### config.mk
export PLATFORM = sky130hd
export DESIGN_NAME = s_output_port_ctrl
export DESIGN_NICKNAME = d
export VERILOG_FILES = /design/src/rtl/s_output_port_ctrl.sv
export SDC_FILE = /design/constraint.sdc
export NUM_CORES = 1
export LEC_CHECK = 0
export BUFFER_PORTS_ARGS = -buffer_cell sky130_fd_sc_hd__buf_2
export CAP_MARGIN = 20
export CORE_MARGIN = 1.5
export CORE_UTILIZATION = 34
export DETAILED_ROUTE_END_ITERATION = 8
export PLACE_DENSITY = 0.67
export REMOVE_ABC_BUFFERS = 1
export SYNTH_ARGS = -nofsm -noshare
export SYNTH_HDL_FRONTEND = slang
export SYNTH_SLANG_ARGS = --single-unit
### constraint.sdc
create_clock -name clk -period 6 [get_ports clk]
set_clock_uncertainty 0.1 [all_clocks]
set_input_delay 1.8 -clock clk [delete_from_list [all_inputs] [get_ports clk]]
set_output_delay 1.8 -clock clk [all_outputs]
set_load 0.02 [all_outputs]
### src/rtl/s_output_port_ctrl.sv
// South output port controller: credit-gated wormhole transfer from four input
// queues onto the south link, locking the link to one input for a whole packet.
module s_output_port_ctrl #(
  parameter int FLIT_W  = 32,
  parameter int CREDITS = 4
) (
  input  logic              clk,
  input  logic              reset,
  input  logic              grant_n_i,
  input  logic              grant_w_i,
  input  logic              grant_e_i,
  input  logic              grant_l_i,
  input  logic [FLIT_W-1:0] n_flit_i,
  input  logic [FLIT_W-1:0] w_flit_i,
  input  logic [FLIT_W-1:0] e_flit_i,
  input  logic [FLIT_W-1:0] l_flit_i,
  input  logic              n_tail_i,
  input  logic              w_tail_i,
  input  logic              e_tail_i,
  input  logic              l_tail_i,
  input  logic              credit_return_i,
  output logic [FLIT_W-1:0] s_flit_o,
  output logic              s_valid_o,
  output logic              s_tail_o,
  output logic              n_pop_o,
  output logic              w_pop_o,
  output logic              e_pop_o,
  output logic              l_pop_o,
  output logic              rr_downstream_credit_o,
  output logic              rr_change_order_o,
  output logic [3:0]        credit_cnt_o,
  output logic              err_o
);

  typedef enum logic {
    IDLE   = 1'b0,
    LOCKED = 1'b1
  } state_t;

  localparam logic [3:0] CREDIT_MAX = 4'(CREDITS);

  // Port index order: N=0, W=1, E=2, L=3
  logic [3:0]        grant;
  logic [3:0]        tail;
  logic [FLIT_W-1:0] flit [4];
  logic [3:0]        pop;

  assign grant   = {grant_l_i, grant_e_i, grant_w_i, grant_n_i};
  assign tail    = {l_tail_i, e_tail_i, w_tail_i, n_tail_i};
  assign flit[0] = n_flit_i;
  assign flit[1] = w_flit_i;
  assign flit[2] = e_flit_i;
  assign flit[3] = l_flit_i;

  state_t            state_reg, state_next;
  logic [1:0]        owner_reg, owner_next;
  logic [3:0]        credit_reg, credit_next;
  logic [FLIT_W-1:0] flit_reg;
  logic              valid_reg;
  logic              tail_reg;
  logic              change_reg;
  logic              err_reg;

  logic [1:0] prio_sel;
  logic [1:0] sel;
  logic       xfer;
  logic       credit_ok;
  logic       multi_grant;
  logic       err_set;

  assign credit_ok   = (credit_reg != 4'd0);
  assign multi_grant = ((grant & (grant - 4'd1)) != 4'd0);

  // Lowest index wins, giving N > W > E > L.
  always_comb begin
    prio_sel = 2'd0;
    for (int i = 3; i >= 0; i--) begin
      if (grant[i]) prio_sel = 2'(i);
    end
  end

  always_ff @(posedge clk) begin
    if (reset) begin
      state_reg <= IDLE;
      owner_reg <= 2'd0;
    end else begin
      state_reg <= state_next;
      owner_reg <= owner_next;
    end
  end

  always_comb begin
    state_next = state_reg;
    owner_next = owner_reg;
    sel        = prio_sel;
    xfer       = 1'b0;
    case (state_reg)
      IDLE: begin
        sel  = prio_sel;
        xfer = (|grant) && credit_ok;
        if (xfer && !tail[sel]) begin
          state_next = LOCKED;
          owner_next = sel;
        end
      end
      LOCKED: begin
        // Other ports' grants are ignored until the owner's tail goes out.
        sel  = owner_reg;
        xfer = grant[owner_reg] && credit_ok;
        if (xfer && tail[sel]) state_next = IDLE;
      end
      default: state_next = IDLE;
    endcase
  end

  always_comb begin
    credit_next = credit_reg;
    err_set     = (state_reg == IDLE) && multi_grant;
    if (xfer && !credit_return_i) begin
      credit_next = credit_reg - 4'd1;
    end else if (!xfer && credit_return_i) begin
      if (credit_reg >= CREDIT_MAX) err_set = 1'b1;
      else                          credit_next = credit_reg + 4'd1;
    end
  end

  // Pops are forced low during reset so no flit is lost from an input queue.
  generate
    for (genvar gi = 0; gi < 4; gi++) begin : g_pop
      assign pop[gi] = xfer && !reset && (sel == 2'(gi));
    end
  endgenerate

  always_ff @(posedge clk) begin
    if (reset) begin
      credit_reg <= CREDIT_MAX;
      flit_reg   <= '0;
      valid_reg  <= 1'b0;
      tail_reg   <= 1'b0;
      change_reg <= 1'b0;
      err_reg    <= 1'b0;
    end else begin
      credit_reg <= credit_next;
      valid_reg  <= xfer;
      change_reg <= xfer && tail[sel];
      if (xfer) begin
        flit_reg <= flit[sel];
        tail_reg <= tail[sel];
      end
      if (err_set) err_reg <= 1'b1;
    end
  end

  assign n_pop_o                = pop[0];
  assign w_pop_o                = pop[1];
  assign e_pop_o                = pop[2];
  assign l_pop_o                = pop[3];
  assign s_flit_o               = flit_reg;
  assign s_valid_o              = valid_reg;
  assign s_tail_o               = tail_reg;
  assign rr_change_order_o      = change_reg;
  assign rr_downstream_credit_o = credit_ok;
  assign credit_cnt_o           = credit_reg;
  assign err_o                  = err_reg;

endmodule

Word level (Yosys, flattened, before mapping)
Cells that the tools add are included.
- flip-flop bits (word level): 43
- output and inout bits: 45
- $add $sub $neg: 3
- order comparisons: 5
- equality and inequality tests: 4
- mux-type cells: 26
- bitwise logic cells: 3
- reductions and logical operators: 24
- operators by type and width (operator ; number):
    binary-select mux 32 bit (select 2 bit) ; 1
    2-to-1 mux 32 bit ; 2
    logical AND 1 bit ; 13
    2-to-1 mux 4 bit ; 3
    < comparator 2 x 3 -> 1 bit, second input constant ; 3
    2-to-1 mux 1 bit ; 9
    binary-select mux 1 bit (select 2 bit) ; 4
    2-to-1 mux 2 bit ; 4
    nonzero test 4 bit ; 2
    subtractor 4 x 1 -> 4 bit, second input constant ; 2
    adder 4 x 1 -> 4 bit, second input constant ; 1
    bitwise AND 4 bit ; 1
    equality test 2 bit, second input constant ; 2
    >= comparator 4 x 3 -> 1 bit, second input constant ; 1
    zero test 1 bit ; 4
    one-hot mux 1 bit (2 select lines) ; 2
    one-hot mux 2 bit (2 select lines) ; 1
    AND reduction 2 bit ; 2
    OR reduction 4 bit ; 1
    >= comparator 3 bit, second input constant ; 1
    inverter 2 -> 3 bit ; 1
    equality test 2 x 1 -> 1 bit, second input constant ; 1
    zero test 2 bit ; 1
    inequality test 2 bit, second input constant ; 1
    other kinds (2) ; 2

Depth between registers and ports, before layout
- depth in word-level cells: 10
- mapped depth: 12
- depth with buffers taken out: 11

Worst setup path after synthesis
No wires, ideal clock.
- kind: input-to-output
- start: in grant_w_i
- end: out e_pop_o
- data arrival time: 3234 ps
- path slack: 866 ps
- stages on the path: 6
- path through: buf_2 o41a_1 buf_2 buf_6 buf_6 nor3_1
- word-level cells in the longest chain between the ends: 6
- elaborated cells between the ends (all ways): 12
- RTL lines (item ; line ; source):
    start: declaration ; 10 ; input logic grant_w_i,
    binary-select mux 1 bit (select 2 bit) ; 109 ; xfer = grant[owner_reg] && credit_ok;
    2-to-1 mux 1 bit (not written as such) ; 109 ;
    logical AND 1 bit ; 109 ;
    one-hot mux 1 bit (2 select lines) ; 97 ; case (state_reg)
    logical AND 1 bit ; 130 ; assign pop[gi] = xfer && !reset && (sel == 2'(gi));
    logical AND 1 bit * ; 130 ;
    end: declaration ; 27 ; output logic e_pop_o,
Mark *: on every way between the ends. The rest lies on a longest branch, timed or not. The select of a mux whose other input is x is not followed.

Worst setup path after layout
- start: in grant_w_i
- end: out n_pop_o
- word-level cells in the longest chain between the ends: 6
- elaborated cells between the ends (all ways): 12
- RTL lines (item ; line ; source):
    binary-select mux 1 bit (select 2 bit) ; 109 ;
    2-to-1 mux 1 bit (not written as such) ; 109 ;
    logical AND 1 bit ; 109 ;
    one-hot mux 1 bit (2 select lines) ; 97 ;
    logical AND 1 bit ; 130 ;
    logical AND 1 bit * ; 130 ;
    end: declaration ; 25 ; output logic n_pop_o,
Marked as above.

==> flow_metrics.tcl <==
set metrics [dict create \
    core_area_um2 7810 \
    grt_max_degree 40 \
    grt_usage 0.178 \
    slowest_delay_ns 0.29 \
    hpwl_um 6240 \
    synth_edf_count 0 \
    post_cts_buffers 0 \
    num_rows 32 \
    cts_hold_buf 0 \
    nFillCells 791 \
    root_buffer "clkbuf_8" \
    antenna_cells 0 \
    max-cap-violations 0 \
    status "complete, no violations" \
    cts_buffers 5 \
    avgViaCountPerCell 5.17 \
    cts.htree.levels 2 \
    antenna_found_initial 0 \
    internal_power_w 0.000645 \
    fin_nets 664 \
    initial_core_util 0.355 \
    p_sw_frac 0.414 \
    hold_class "reg2reg" \
    avgRoutedWirePerCell_um 13.1 \
    critical_path.max_fanout 35 \
    avgSynthCellArea_um2 7.71 \
    dpl_cell_area_um2 3660 \
    wl_um 8180 \
    ys_types 47 \
    rsz0062_at_grt "no" \
    yosysTopAreaCellShare 0.310 \
    place_inst 616 \
    design_area_um2 3740 \
    synth_seq_cells 43 \
    drc 0 \
    yosys_warnings 0 \
    largest_register_ffs 32 \
    crit_path_cell_trace "buf_2 -> nor2_1 -> a21oi_2 -> o31ai_4 -> inv_2 -> and3_1 -> buf_2" \
    async_flop_share 0 \
    p_leak_nw 1.84 \
    synth_area_leader_cell "dfxtp_1" \
    p_comb_frac 0.481 \
    clkLatencyLatePin_ns 0.29 \
    finalHoldViolCount 0 \
    cts_tree "built" \
    arrival_ns 3.34 \
    grt_pass1_wl_um 12700 \
    required_ns 4.10 \
    cts_sinks 43 \
    antenna_left 0 \
    startpoint_type "input pin" \
    cpLargestDelayFamily "buffers and inverters" \
    area_growth_pct 34.9 \
    finalMaxSlewViolations 0 \
    ys.flop_type "dfxtp_1" \
    syn_inst 360 \
    die_w_um 93.3 \
    gr-total-overflow 0 \
    fin_crit_sh 0.873 \
    fin_crit_ns 5.24 \
    max-clock-path-buffers 2 \
    hold-worst-slack_ns 0.369 \
    initialDrtViolationCount 143 \
    tightest_slew_ns 0.741 \
    firstDrtPassIters 6 \
    crit_slowest_cell "inv_2" \
    port_buffers 183 \
    via_count 3223 \
    switching_power_w 0.000456 \
    yosysSeqAreaShare 0.310 \
    die_height_um 93.3 \
    path_class "in2out" \
    cp_num_buf_inv 3 \
    worst_ir_drop_vdd_mv 0.146 \
    fmax_ghz 0.191 \
    ctsResizeCount 0 \
    crit_top_cell "buf_2" \
    post-route-util 0.479 \
    ios 184 \
    seq_power_share 0.362 \
    dieArea_um2 8710 \
    pwr-share-clk 0.157 \
    gp_congestion 0.860 \
    p_per_area_nw_per_um2 294 \
    grt_pass1_vias 2845 \
    endpoint_kind "output port" \
    slew-limit-headroom 0.505 \
    clk_pin_slew_worst_paths_ns 0.08 \
    synth.cell_area_um2 2780 \
    drive_above_1_share 0.404 \
    setup_viol 0 \
    final_cells 624 \
    synthTopCellsByArea "dfxtp_1 (31%), nand2_1 (14%), a22o_1 (10%)" \
]
power groups by stage:
| stage | Clock [W] | Sequential (W) | Combinational [W] |
|---|---|---|---|
| finish | 0.000172 | 0.000399 | 0.000530 |
| global route | 0.000197 | 0.000409 | 0.000582 |
| CTS | 0.000182 | 0.000398 | 0.000534 |
| detailed placement | 0 | 0.000404 | 0.000532 |
| global placement | 0 | 0.000401 | 0.000527 |
| floorplan | 0 | 0.000479 | 0.000269 |
placed cells by master (no fill, tap or decap), types with 3 or more instances in the layout:
cell type / synthesis / final
xor2_1: 3 / 3
ha_1: 4 / 4
a22o_1: 32 / 32
inv_1: 5 / 5
nand2_1: 103 / 103
a32oi_1: 32 / 32
clkbuf_8: 0 / 5
nor2_1: 10 / 10
dfxtp_1: 43 / 43
buf_2: 14 / 183
nor3_1: 4 / 4
mux2i_1: 4 / 4
o21ai_0: 7 / 7
a21oi_1: 41 / 41
buf_4: 5 / 4
synthesized netlist by cell type, types with 3 or more instances:
cell type  number
nor3_1          4
buf_6           5
ha_1            4
nand2_1       103
buf_2          14
inv_1           5
nor2_1         10
buf_4           5
a21oi_1        41
mux2i_1         4
a32oi_1        32
xor2_1          3
a211oi_2        3
clkbuf_1        8
o21ai_0         7
a22o_1         32
dfxtp_1        43
worst paths after layout:
path,startpoint,end,slack (ns),depth (start not counted)
worst min register to register,s_tail_o,s_tail_o,0.37,1
worst max-delay path,grant_w_i,n_pop_o,0.76,7
worst min-delay path,s_tail_o,s_tail_o,0.37,1
worst max register to register,state_reg,credit_cnt_o[3],3.17,9
area by class of cell:
class / instances / area (µm²) / area share
tap: 102 / 128 / 0.0341
multi-input combinational: 277 / 1700 / 0.454
clock buffer: 7 / 76.3 / 0.0204
inverter: 7 / 26.3 / 0.00702
clock inverter: 1 / 5.00 / 0.00134
sequential: 43 / 861 / 0.230
timing repair buffer: 187 / 946 / 0.253
per-stage QoR:
step,TNS [ns],power (W),setup WS [ns]
finish,0,0.00110,0.763
global route,0,0.00119,0.641
CTS,0,0.00111,0.766
detailed placement,0,0.000936,0.773
global placement,0,0.000929,0.825
floorplan,-0.831,0.000748,-0.428
cell families (layout without fill, tap and decap cells):
| family | after synthesis | count (layout) | share of synthesized area |
|---|---|---|---|
| xor+xnor | 5 | 5 | 0.0158 |
| flops | 43 | 43 | 0.310 |
| fa+ha+maj | 4 | 4 | 0.0180 |
| compound gates | 127 | 127 | 0.347 |
| simple gates | 137 | 137 | 0.214 |
| mux | 4 | 4 | 0.0144 |
| buf+inv | 40 | 202 | 0.0807 |
worst reg2reg max path: cells and delay by family, from the launching register on:
family / cells / cell delay (ns)
compound gates: 3 / 0.57
flops: 1 / 0.52
simple gates: 4 / 1.05
xor+xnor: 1 / 0.16
fa+ha+maj: 1 / 0.32
metal layers:
layer | routed length [µm] | share of wire | global-route usage | vias to the layer above
met3 | 718 | 0.088 | 0.0382 | 4
met4 | 44 | 0.0054 | 0.0379 | 0
met2 | 3910 | 0.48 | 0.321 | 149
met1 | 3500 | 0.43 | 0.214 | 1446
met5 | 0 | 0 | 0 | -
li1 | - | - | - | 1624
Note: power is estimated with default switching activity, not from simulation.
